==> src/rtl/interrupt_injector.sv <==
// -----------------------------------------------------------------------------
// interrupt_injector
//
// Purpose:
//   Consumer end of the input controller's interrupt-instruction stream.
//   Buffers 32-bit interrupt instructions in a small FIFO and substitutes them
//   into the CPU fetch stream at safe points. The PC is held while an injected
//   instruction is presented. After each injection, a fixed number of
//   pass-through cycles is forced so that normal fetch can make progress.
//
// Configuration macro:
//   IRQ_COALESCE_EN - when defined, a push whose instruction equals the most
//                     recently stored entry (still held in the FIFO) is
//                     consumed without being stored. Such a duplicate never
//                     sets overflow. When undefined, no comparator is built.
//
// Parameters:
//   DEPTH     FIFO entries (power of 2, minimum 2)
//   AW        log2(DEPTH)
//   COOLDOWN  pass-through cycles forced after each injection
//
// Ports:
//   sysclk       in   system clock, all logic on the rising edge
//   reset        in   asynchronous reset, active low
//   irq_instr    in   interrupt instruction from the input controller
//   irq_valid    in   irq_instr is valid this cycle
//   irq_ready    out  FIFO can accept (based on the registered count only)
//   imem_instr   in   instruction fetched from imem
//   stall        in   pipeline stall; freezes injection and cooldown
//   branch_pend  in   control transfer in flight; blocks a new injection
//   cpu_instr    out  instruction presented to decode
//   pc_hold      out  fetch must not advance the PC this cycle
//   injecting    out  cpu_instr is an injected instruction
//   fifo_count   out  current FIFO occupancy, 0..DEPTH
//   overflow     out  sticky flag: a valid was offered while the FIFO was full
// -----------------------------------------------------------------------------
module interrupt_injector #(
  parameter int DEPTH    = 4,
  parameter int AW       = 2,
  parameter int COOLDOWN = 3
) (
  input  logic          sysclk,
  input  logic          reset,
  input  logic [31:0]   irq_instr,
  input  logic          irq_valid,
  output logic          irq_ready,
  input  logic [31:0]   imem_instr,
  input  logic          stall,
  input  logic          branch_pend,
  output logic [31:0]   cpu_instr,
  output logic          pc_hold,
  output logic          injecting,
  output logic [AW:0]   fifo_count,
  output logic          overflow
);

  localparam int          CW         = (COOLDOWN > 0) ? $clog2(COOLDOWN + 1) : 1;
  localparam logic [AW:0] FULL_COUNT = (AW + 1)'(DEPTH);
  localparam logic [CW-1:0] COOL_LOAD = CW'(COOLDOWN);

  typedef enum logic [1:0] {
    IDLE   = 2'd0,
    INJECT = 2'd1,
    COOL   = 2'd2
  } state_t;

  state_t        state_q, state_d;
  logic [CW-1:0] cool_q, cool_d;
  logic [AW-1:0] wr_ptr_q, wr_ptr_d;
  logic [AW-1:0] rd_ptr_q, rd_ptr_d;
  logic [AW:0]   count_q, count_d;
  logic          overflow_q, overflow_d;
  logic [31:0]   mem_q [DEPTH];
  logic [31:0]   mem_d [DEPTH];

  logic full;
  logic dup;
  logic push;
  logic pop;

  // Duplicate detection compares against the last written slot. Because the
  // FIFO pops from the head, the newest entry remains stored as long as the
  // count is nonzero.
`ifdef IRQ_COALESCE_EN
  logic [AW-1:0] last_ptr;
  assign last_ptr = wr_ptr_q - AW'(1);
  assign dup      = (count_q != '0) && (mem_q[last_ptr] == irq_instr);
`else
  assign dup = 1'b0;
`endif

  // Ready depends only on the registered count. A pop in the same cycle
  // therefore does not open a slot early. A zero instruction completes the
  // handshake but is never stored.
  always_comb begin
    full       = (count_q == FULL_COUNT);
    irq_ready  = !full;
    push       = irq_valid && !full && (irq_instr != '0) && !dup;
    overflow_d = overflow_q | (irq_valid & full & ~dup);
  end

  // Injection sequencing: IDLE waits for a safe point, INJECT presents the
  // head until the pipeline is not stalled, and COOL forces pass-through
  // cycles. Stalled cycles do not count toward the cooldown.
  always_comb begin
    state_d = state_q;
    cool_d  = cool_q;
    pop     = 1'b0;
    case (state_q)
      IDLE: begin
        if ((count_q != '0) && !stall && !branch_pend) begin
          state_d = INJECT;
        end
      end
      INJECT: begin
        if (!stall) begin
          pop = 1'b1;
          if (COOLDOWN == 0) begin
            state_d = IDLE;
          end else begin
            cool_d  = COOL_LOAD;
            state_d = COOL;
          end
        end
      end
      COOL: begin
        if (!stall) begin
          if (cool_q <= CW'(1)) begin
            cool_d  = '0;
            state_d = IDLE;
          end else begin
            cool_d = cool_q - CW'(1);
          end
        end
      end
      default: begin
        state_d = IDLE;
        cool_d  = '0;
      end
    endcase
  end

  // FIFO storage, pointers and occupancy. Pointers wrap naturally because
  // DEPTH is a power of two.
  always_comb begin
    mem_d    = mem_q;
    wr_ptr_d = wr_ptr_q;
    rd_ptr_d = rd_ptr_q;
    count_d  = count_q;
    if (push) begin
      mem_d[wr_ptr_q] = irq_instr;
      wr_ptr_d        = wr_ptr_q + AW'(1);
    end
    if (pop) begin
      rd_ptr_d = rd_ptr_q + AW'(1);
    end
    case ({push, pop})
      2'b10:   count_d = count_q + (AW + 1)'(1);
      2'b01:   count_d = count_q - (AW + 1)'(1);
      default: count_d = count_q;
    endcase
  end

  // State registers; reset discards all queued instructions.
  always_ff @(posedge sysclk or negedge reset) begin
    if (!reset) begin
      state_q    <= IDLE;
      cool_q     <= '0;
      wr_ptr_q   <= '0;
      rd_ptr_q   <= '0;
      count_q    <= '0;
      overflow_q <= 1'b0;
      for (int i = 0; i < DEPTH; i++) begin
        mem_q[i] <= '0;
      end
    end else begin
      state_q    <= state_d;
      cool_q     <= cool_d;
      wr_ptr_q   <= wr_ptr_d;
      rd_ptr_q   <= rd_ptr_d;
      count_q    <= count_d;
      overflow_q <= overflow_d;
      mem_q      <= mem_d;
    end
  end

  // The fetch-side mux is combinational, so pass-through cycles forward
  // imem_instr with no added latency.
  always_comb begin
    injecting  = (state_q == INJECT);
    pc_hold    = (state_q == INJECT);
    cpu_instr  = (state_q == INJECT) ? mem_q[rd_ptr_q] : imem_instr;
    fifo_count = count_q;
    overflow   = overflow_q;
  end

endmodule

==> config.mk <==
export PLATFORM = sky130hd
export DESIGN_NAME = interrupt_injector
export DESIGN_NICKNAME = d
export VERILOG_FILES = /design/src/rtl/interrupt_injector.sv
export SDC_FILE = /design/constraint.sdc
export NUM_CORES = 1
export LEC_CHECK = 0
export ABC_CLOCK_PERIOD_IN_PS = 4300
export CAP_MARGIN = 20
export CORE_MARGIN = 8
export CORE_UTILIZATION = 40
export DETAILED_ROUTE_END_ITERATION = 12
export DONT_BUFFER_PORTS = 1
export RECOVER_POWER = 25
export SYNTH_ARGS = -nofsm -noshare
export SYNTH_HDL_FRONTEND = slang
export SYNTH_SLANG_ARGS = --single-unit
==> constraint.sdc <==
create_clock -name sysclk -period 4.3 [get_ports sysclk]
set_input_delay 0.43 -clock sysclk [delete_from_list [all_inputs] [get_ports sysclk]]
set_output_delay 0.43 -clock sysclk [all_outputs]
set_load 0.02 [all_outputs]
---- Word level (Yosys, flattened, before mapping) ----
Index checks and enable logic that the tools add are counted.
cells by class
  order comparisons ....................... 4
  reduce and logical (&&, ||, !) cells .... 14
  multiplexer cells ....................... 19
  add/subtract/negate cells ............... 5
  bitwise gates (word level) .............. 5
  equal/unequal tests ..................... 9
operator list
  operator                                                        number
  bitwise mux 128 bit                                             1
  2-to-1 mux 32 bit                                               4
  binary-select mux 32 bit (select 2 bit)                         1
  demux 32 bit (select 2 bit)                                     1
  nonzero test 32 bit                                             1
  2-to-1 mux 2 bit                                                7
  case mux 2 bit (3 select lines)                                 2
  != test 2 bit, second input constant                            4
  >= comparator 3 bit, second input constant                      2
  inverter 2 -> 3 bit                                             2
  case mux 3 bit (2 select lines)                                 1
  logical AND 1 bit                                               5
  adder 2 x 1 -> 2 bit, second input constant                     2
  == test 2 x 1 -> 1 bit, second input constant                   2
  == test 2 bit, second input constant                            2
  AND reduction 4 bit                                             1
  adder 3 x 1 -> 3 bit, second input constant                     1
  == test 3 bit, second input constant                            1
  zero test 1 bit                                                 3
  < comparator 3 x 1 -> 1 bit, second input constant              1
  AND reduction 3 bit                                             1
  nonzero test 3 bit                                              1
  subtractor 3 x 1 -> 3 bit, second input constant                1
  less-or-equal comparator 2 x 1 -> 1 bit, second input constant  1
  other kinds (7)                                                 8
storage, ports and cells
  flip-flop bits (word level) ............. 140
  logic and storage cells ................. 66
  input bits .............................. 69
  output and inout bits ................... 39

---- Depth between registers and ports, before layout ----
Gate-level depths: netlist of run 1.
  depth after elaboration ................. 6
  mapped depth ............................ 10
  mapped depth without buffers ............ 9

---- Worst setup path before layout of run 1 ----
OpenSTA, ideal clock, no wires.
  kind .................................... input to register
  start point ............................. input irq_instr[18]
  end point ............................... register count_q[2] (netlist: fifo_count[2])
  arrival ................................. 2.443 ns
  library setup time ...................... 0.080 ns
  stages .................................. 9
  buffers on the path ..................... 0
  path slack .............................. 1.777 ns
  cell sequence ........................... nor4_1 -> nand4_2 -> o211ai_1 -> ha_1 -> inv_1 -> fa_1 -> xor2_1 -> nor2_1 -> xor2_1
between the ends
  cells in the longest elaborated chain, start to end .. 4
  elaborated cells on any way between the ends .. 6
ends and longest elaborated chain
  what                                                                          RTL line  source
  from (decl)                                                                   44        input logic [31:0] irq_instr,
  nonzero test 32 bit (*)                                                       98        push = irq_valid && !full && (irq_instr != '0) && !dup;
  logical AND 1 bit (*)                                                         98
  == test 2 x 1 -> 1 bit / == test 2 bit (equally long branches)                157       case ({push, pop})
  case mux 3 bit (2 select lines) / nonzero test 2 bit (equally long branches)  --
  to (signal assigned)                                                          181       count_q <= count_d;
  to (decl)                                                                     71        logic [AW:0] count_q, count_d;
Every way passes the cells marked *; elsewhere a longest branch is shown, timed or not.
A chain may end at the register's enable or synchronous reset.

---- Worst setup path in the final report of run 1 ----
  start point ............................. register rd_ptr_q[0]
  end point ............................... output cpu_instr[22]
between the ends
  cells in the longest elaborated chain, start to end .. 5
ends and longest elaborated chain
  what                                                  RTL line  source
  from (decl)                                           70        logic [AW-1:0] rd_ptr_q, rd_ptr_d;
  from (signal assigned)                                180       rd_ptr_q <= rd_ptr_d;
  inverter 2 -> 3 bit (not written as such)             192       cpu_instr = (state_q == INJECT) ? mem_q[rd_ptr_q] : imem_instr;
  binary-select mux 32 bit (select 2 bit)               192
  2-to-1 mux 32 bit (not written as such) (2 in a row)  192
  2-to-1 mux 32 bit                                     192
  to (decl)                                             50        output logic [31:0] cpu_instr,
No other way between the ends. The select of a mux whose other input is x is not followed.

==> out/metrics.yaml, run 1 <==
track_usage_pct: 14.29
cts_htree_levels: 4
ys.flop_type: "dfrtp_1"
die_h_um: 146.4
maxCapViolations: 0
rsz0062_at_grt: "no"
clk_latency_ns: 0.42
drc: 0
timing.critical_path.cells: "buf_4 > mux4_2 > mux2_2"
cp.required_ns: 3.87
status: "complete, but fails checks"
switching_share_pct: 31.63
rows: 47
cts_tree: "done"
cp_max_fo: 23
clock_power_share_pct: 24.5
power.density_mw_per_mm2: 867.3
path_delay_family: "flip-flops"
crit_path_end_kind: "output pin"
leakage_nw: 3.199
ys_warn_count: 0
post-route-min-period_ns: 3.019
antenna_cells: 0
period_share_pct: 70.20
worst_pin_slew_ns: 0.9769
finalSetupTns_ns: 0
syn_nets: 499
violations: "negative hold slack"
async_flop_share_pct: 100.0
crit_path_max_incr_delay_ns: 0.95
clock_skew_ns: 0.006965
gp_congestion: 0.7036
fp.coreArea_sq_mm: 0.01658
ant_nets: 0
avgSynthCellArea_sq_um: 16.20
crit_start: "rd_ptr_q[0]"
cts_made_buffers: 17
postCtsResizedCells: 0
grt_pass1_vias: 4206
start_util_pct: 41.02
netlist_instances: 420
seq_power_share_pct: 37.8
syn_area_sq_mm: 0.006803
grt_start_max_net_pins: 141
wl_um: 14500
grt_pass1_wl_um: 23660
path_clk_slew_ns: 0.06
setup_viol_count_final: 0
fmax_mhz: 331.3
slew_headroom_pct: 34.87
die_width_um: 146.4
io_buffers: 0
drt_iter0_drc: 133
area_growth_pct: 13.06
p_sw_mw: 2.110
slowest_stage: "dfrtp_2"
min_path_type: "in -> async"
reg2reg_from: "fifo_count[0]"
antenna_found_initial: 0
dr_total_vias: 3598
overflow: 0
clock-root-buffer: "clkbuf_16"
critPathKind: "reg -> out"
fin_nets: 501
firstDrtPassIters: 4
cp-start-kind: "flip-flop"
final-hold-violation-count: 12
dp_slack_ns: 1.295
drv_slew: 0
wl_per_cell_um: 22.14
worst-path-buf-inv: 1
dp_hpwl_um: 9579
hold_slack_ns: -0.02727
cp.arrival_ns: 2.59
yosysSeqAreaShare_pct: 51.50
cts.sinks: 140
ios: 108
p_int_mw: 4.561
drive_gt1_share_pct: 52.41
netlist-cell-type-count: 31
pwr-share-comb_pct: 37.7
die_area_sq_mm: 0.02144
synth_seq_cells: 140
ir_drop_mv: 0.3650
cts_max_path_buffers: 2
worst_slack_ns: 1.281
synth_edf_count: 0
viasPerCell: 5.493
cells in the final DEF, fill, tap and decap left out, types with 3 or more instances in the layout:
master       n
dfrtp_1    138
mux2_2     137
mux4_2      32
clkbuf_16   17
mux2_1      15
mux2_4      10
inv_1        8
nor4_1       8
ha_1         8
nand2_1      5
bufinv_16    5
o2111ai_4    4
clkbuf_8     4
buf_12       4
nor2_1       3
xnor2_1      3
xor2_1       3
buf_4        3
path summary, 6_finish.rpt:
kind                                      end  slack [ns]  cells past startpoint
worst max register to register  fifo_count[2]        1.68                      9
min in group sysclk                 mem_q[23]        0.14                      1
worst max-delay path            cpu_instr[22]        1.28                      3
worst min register to register      mem_q[48]        0.49                      1
max in group asynchronous         rd_ptr_q[0]        3.74                      1
worst min-delay path                mem_q[76]       -0.03                      1
synthesized netlist by cell type, drive strengths merged (2+ instances only):
| cell | number | area, sq um |
|---|---|---|
| o211ai | 2 | 15.01 |
| nor2 | 3 | 11.26 |
| nand4 | 2 | 25.02 |
| nand2 | 5 | 18.77 |
| xor2 | 3 | 26.28 |
| clkbuf | 9 | 33.78 |
| a21oi | 2 | 10.01 |
| xnor2 | 3 | 26.28 |
| o2111ai | 4 | 105.1 |
| buf | 16 | 157.7 |
| ha | 9 | 112.6 |
| inv | 8 | 30.03 |
| mux2 | 162 | 1862 |
| mux4 | 32 | 720.7 |
| o21ai | 2 | 10.01 |
| dfrtp | 140 | 3503 |
| nor4 | 8 | 50.05 |
logic make-up after synthesis:
| kind of cell | count (synthesis) | synth area share [%] |
|---|---|---|
| compound gates | 14 | 2.593 |
| simple gates | 23 | 1.968 |
| xor+xnor | 6 | 0.7726 |
| fa+ha+maj | 10 | 1.950 |
| buf+inv | 33 | 3.255 |
| mux | 194 | 37.96 |
| flops | 140 | 51.50 |
power by group through the flow:
stage	sequential, mW	combinational (mW)	clock (mW)
after floorplan	2.26	2.30	0
after CTS	2.52	2.58	1.67
after global placement	2.49	2.47	0
final	2.52	2.52	1.63
after global routing	2.62	2.73	1.73
after detailed placement	2.54	2.54	0
repair_timing:
item,CTS,global route
endpoints found under the hold margin,140,0
hold buffers,1,0
setup buffers,0,0
stage by stage:
stage / total power, mW / hold WS [ns] / instance area [sq um] / utilization, % / std cells
final: 6.670 / -0.02727 / 7691 / 46.38 / 655
after detailed placement: 5.082 / 0.1386 / 6994 / 42.18 / 622
after global routing: 7.082 / 0.01334 / 7691 / 46.38 / 655
after global placement: 4.961 / 0.1390 / 6994 / 42.18 / 622
after CTS: 6.772 / 0.03931 / 7691 / 46.38 / 655
after floorplan: 4.558 / 0.1344 / 6803 / - / 420
flip-flops by register name, indices dropped and copies added (netlist names):
| name | cells |
|---|---|
| overflow | 1 |
| rd_ptr_q | 2 |
| fifo_count | 3 |
| wr_ptr_q | 2 |
| state_q | 2 |
| mem_q | 128 |
| cool_q | 2 |
cell type report:
type / instances / area, sq um
clock buffer: 23 / 488.0
timing repair buffer: 8 / 130.1
tap: 220 / 275.3
clock inverter: 9 / 181.4
fill: 1458 / 8892
sequential: 140 / 3506
multi-input combinational: 247 / 3080
inverter: 8 / 30.03
routing by layer:
layer	vias up	global-route usage, %	part of all wire, %
met5	-	0	0
met4	0	5.616	1.6
met3	15	5.964	7.5
met2	93	23.54	49
met1	1912	16.20	42
li1	1578	-	-
No activity file was read; power rests on OpenSTA's default activity.
==> run 2: changes to the inputs <==
ABC_CLOCK_PERIOD_IN_PS = 3200   (was 4300)
clock period = 3.2 ns   (was 4.3 ns; I/O delays follow)
==> run 2 against run 1 <==
  * The flow still finishes with violations (negative hold slack)
  * Clock skew increased by 0.0054 ns
  * Register-to-register slack got worse by 0.90 ns
  * First-iteration DRC count increased by 33%
  * Highest routed layer unchanged
==> out/metrics.yaml, run 2 (synthesized netlist as in run 1, its figures left out) <==
antenna_found_initial: 0
violations: "negative hold slack"
die_h_um: 146.4
fin_cells: 661
slew_headroom_pct: 50.76
clock_power_share_pct: 21.9
timing.critical_path.cells: "buf_12 > mux4_2 > mux2_2"
start_util_pct: 41.02
worst_slack_ns: 0.4268
seq_power_share_pct: 38.5
die_area_sq_mm: 0.02144
ios: 108
largest_reg_flops: 128
power.density_mw_per_mm2: 1137
post_cts_buffers: 0
fmax_mhz: 360.6
die_width_um: 146.4
ant_nets: 0
cts.sinks: 140
drt_iter0_drc: 177
cts_max_path_buffers: 2
clk_latency_ns: 0.42
wl_per_cell_um: 22.17
clock_skew_ns: 0.01240
post-route-min-period_ns: 2.773
final_design_area_no_fill_sq_mm: 0.007592
regMostFlops: "mem_q"
period_share_pct: 86.66
drv_slew: 0
dp_slack_ns: 0.5851
crit_path_max_incr_delay_ns: 0.85
fp.coreArea_sq_mm: 0.01658
grt_pass1_wl_um: 23770
area_growth_pct: 11.61
final_cell_mix: "dfrtp_1 (138), mux2_2 (137), mux4_2 (32)"
placed_cell_area_sq_mm: 0.007024
cts_htree_levels: 4
crit_path_end_kind: "output pin"
min_path_type: "in -> async"
dr_total_vias: 3645
fin_nets: 509
fin_util_pct: 45.78
nFillCells: 1489
finalSetupTns_ns: 0
p_int_mw: 5.857
placedCellCount: 631
drive_gt1_share_pct: 52.83
cts_made_buffers: 17
critPathKind: "reg -> out"
firstDrtPassIters: 4
overflow: 0
slowest_stage: "dfrtp_2"
cp-start-kind: "flip-flop"
status: "complete, but fails checks"
cp_max_fo: 19
final-hold-violation-count: 140
grt_pass1_vias: 4171
ir_drop_mv: 0.5378
io_buffers: 0
gp_congestion: 0.7083
drc: 0
p_sw_mw: 2.776
crit_start: "rd_ptr_q[0]"
worst_pin_slew_ns: 0.7385
rsz0062_at_grt: "no"
reg2reg_from: "state_q[1]"
track_usage_pct: 14.37
antenna_cells: 0
clock-root-buffer: "clkbuf_16"
viasPerCell: 5.514
total_power_mw: 8.633
cp.arrival_ns: 2.45
cts_tree: "done"
switching_share_pct: 32.15
final-seq-area_sq_mm: 0.003506
cp.required_ns: 2.88
leakage_nw: 3.154
maxCapViolations: 0
wl_um: 14650
rows: 47
mostFrequentLayoutCell: "dfrtp_1"
grt_start_max_net_pins: 141
path_clk_slew_ns: 0.06
hold_slack_ns: -0.4003
dp_hpwl_um: 9921
multi_input_area_sq_mm: 0.003080
pwr-share-comb_pct: 39.6
setup_viol_count_final: 0
[run 2: cell types whose count changed in the layout (fill, tap and decap cells not counted)]
cell        delta
bufinv_16      -3
clkbuf_1       +1
clkbuf_8       -1
clkinvlp_4     +2
clkinv_4       -2
buf_4         +12
buf_16         -1
clkinv_2       +2
inv_6          -1
buf_12         -3
[run 2: layout make-up]
cell class	instances	share of cell area [%]
clock buffers	23	6.295
clock inverters	7	1.187
inverters	8	0.3955
multi-input cells	247	40.57
flip-flops and latches	140	46.18
well taps	220	3.626
repair buffers	16	1.747
[run 2: power by group through the flow]
stage               Clock (mW)  Sequential (mW)  Combinational, mW
floorplan                    0             3.03               3.09
global placement             0             3.29               3.38
detailed placement           0             3.36               3.48
CTS                       1.95             3.34               3.49
global route              2.01             3.45               3.69
finish                    1.89             3.32               3.42
[run 2: timing repair]
action,in CTS,in global routing
hold endpoints to repair,140,140
endpoints found under the setup margin,0,0
gates resized for setup,0,0
[run 2: worst max-delay path: cells and delay by family, from the launching register on]
family / cells / cell delay, ns
muxes: 2 / 0.89
buffers and inverters: 1 / 0.27
DFF: 1 / 0.85
[run 2: worst paths after layout]
| check | to | slack [ns] | cells after the start |
|---|---|---|---|
| max reg2reg | fifo_count[2] | 0.78 | 9 |
| min reg2reg | mem_q[18] | 0.49 | 1 |
| min | mem_q[12] | -0.40 | 0 |
| max | cpu_instr[8] | 0.43 | 3 |
| max in group asynchronous | mem_q[77] | 3.33 | 0 |
| min in group sysclk | mem_q[119] | 0.03 | 1 |
[run 2: metal layers]
metal | vias up | wire, um | part of all wire, % | track usage [%]
li1 | 1594 | - | - | -
met1 | 1944 | 5994 | 41 | 16.15
met2 | 96 | 7280 | 50 | 23.61
met3 | 11 | 1239 | 8.5 | 7.046
met4 | 0 | 138 | 0.94 | 4.431
met5 | - | 0 | 0 | 0
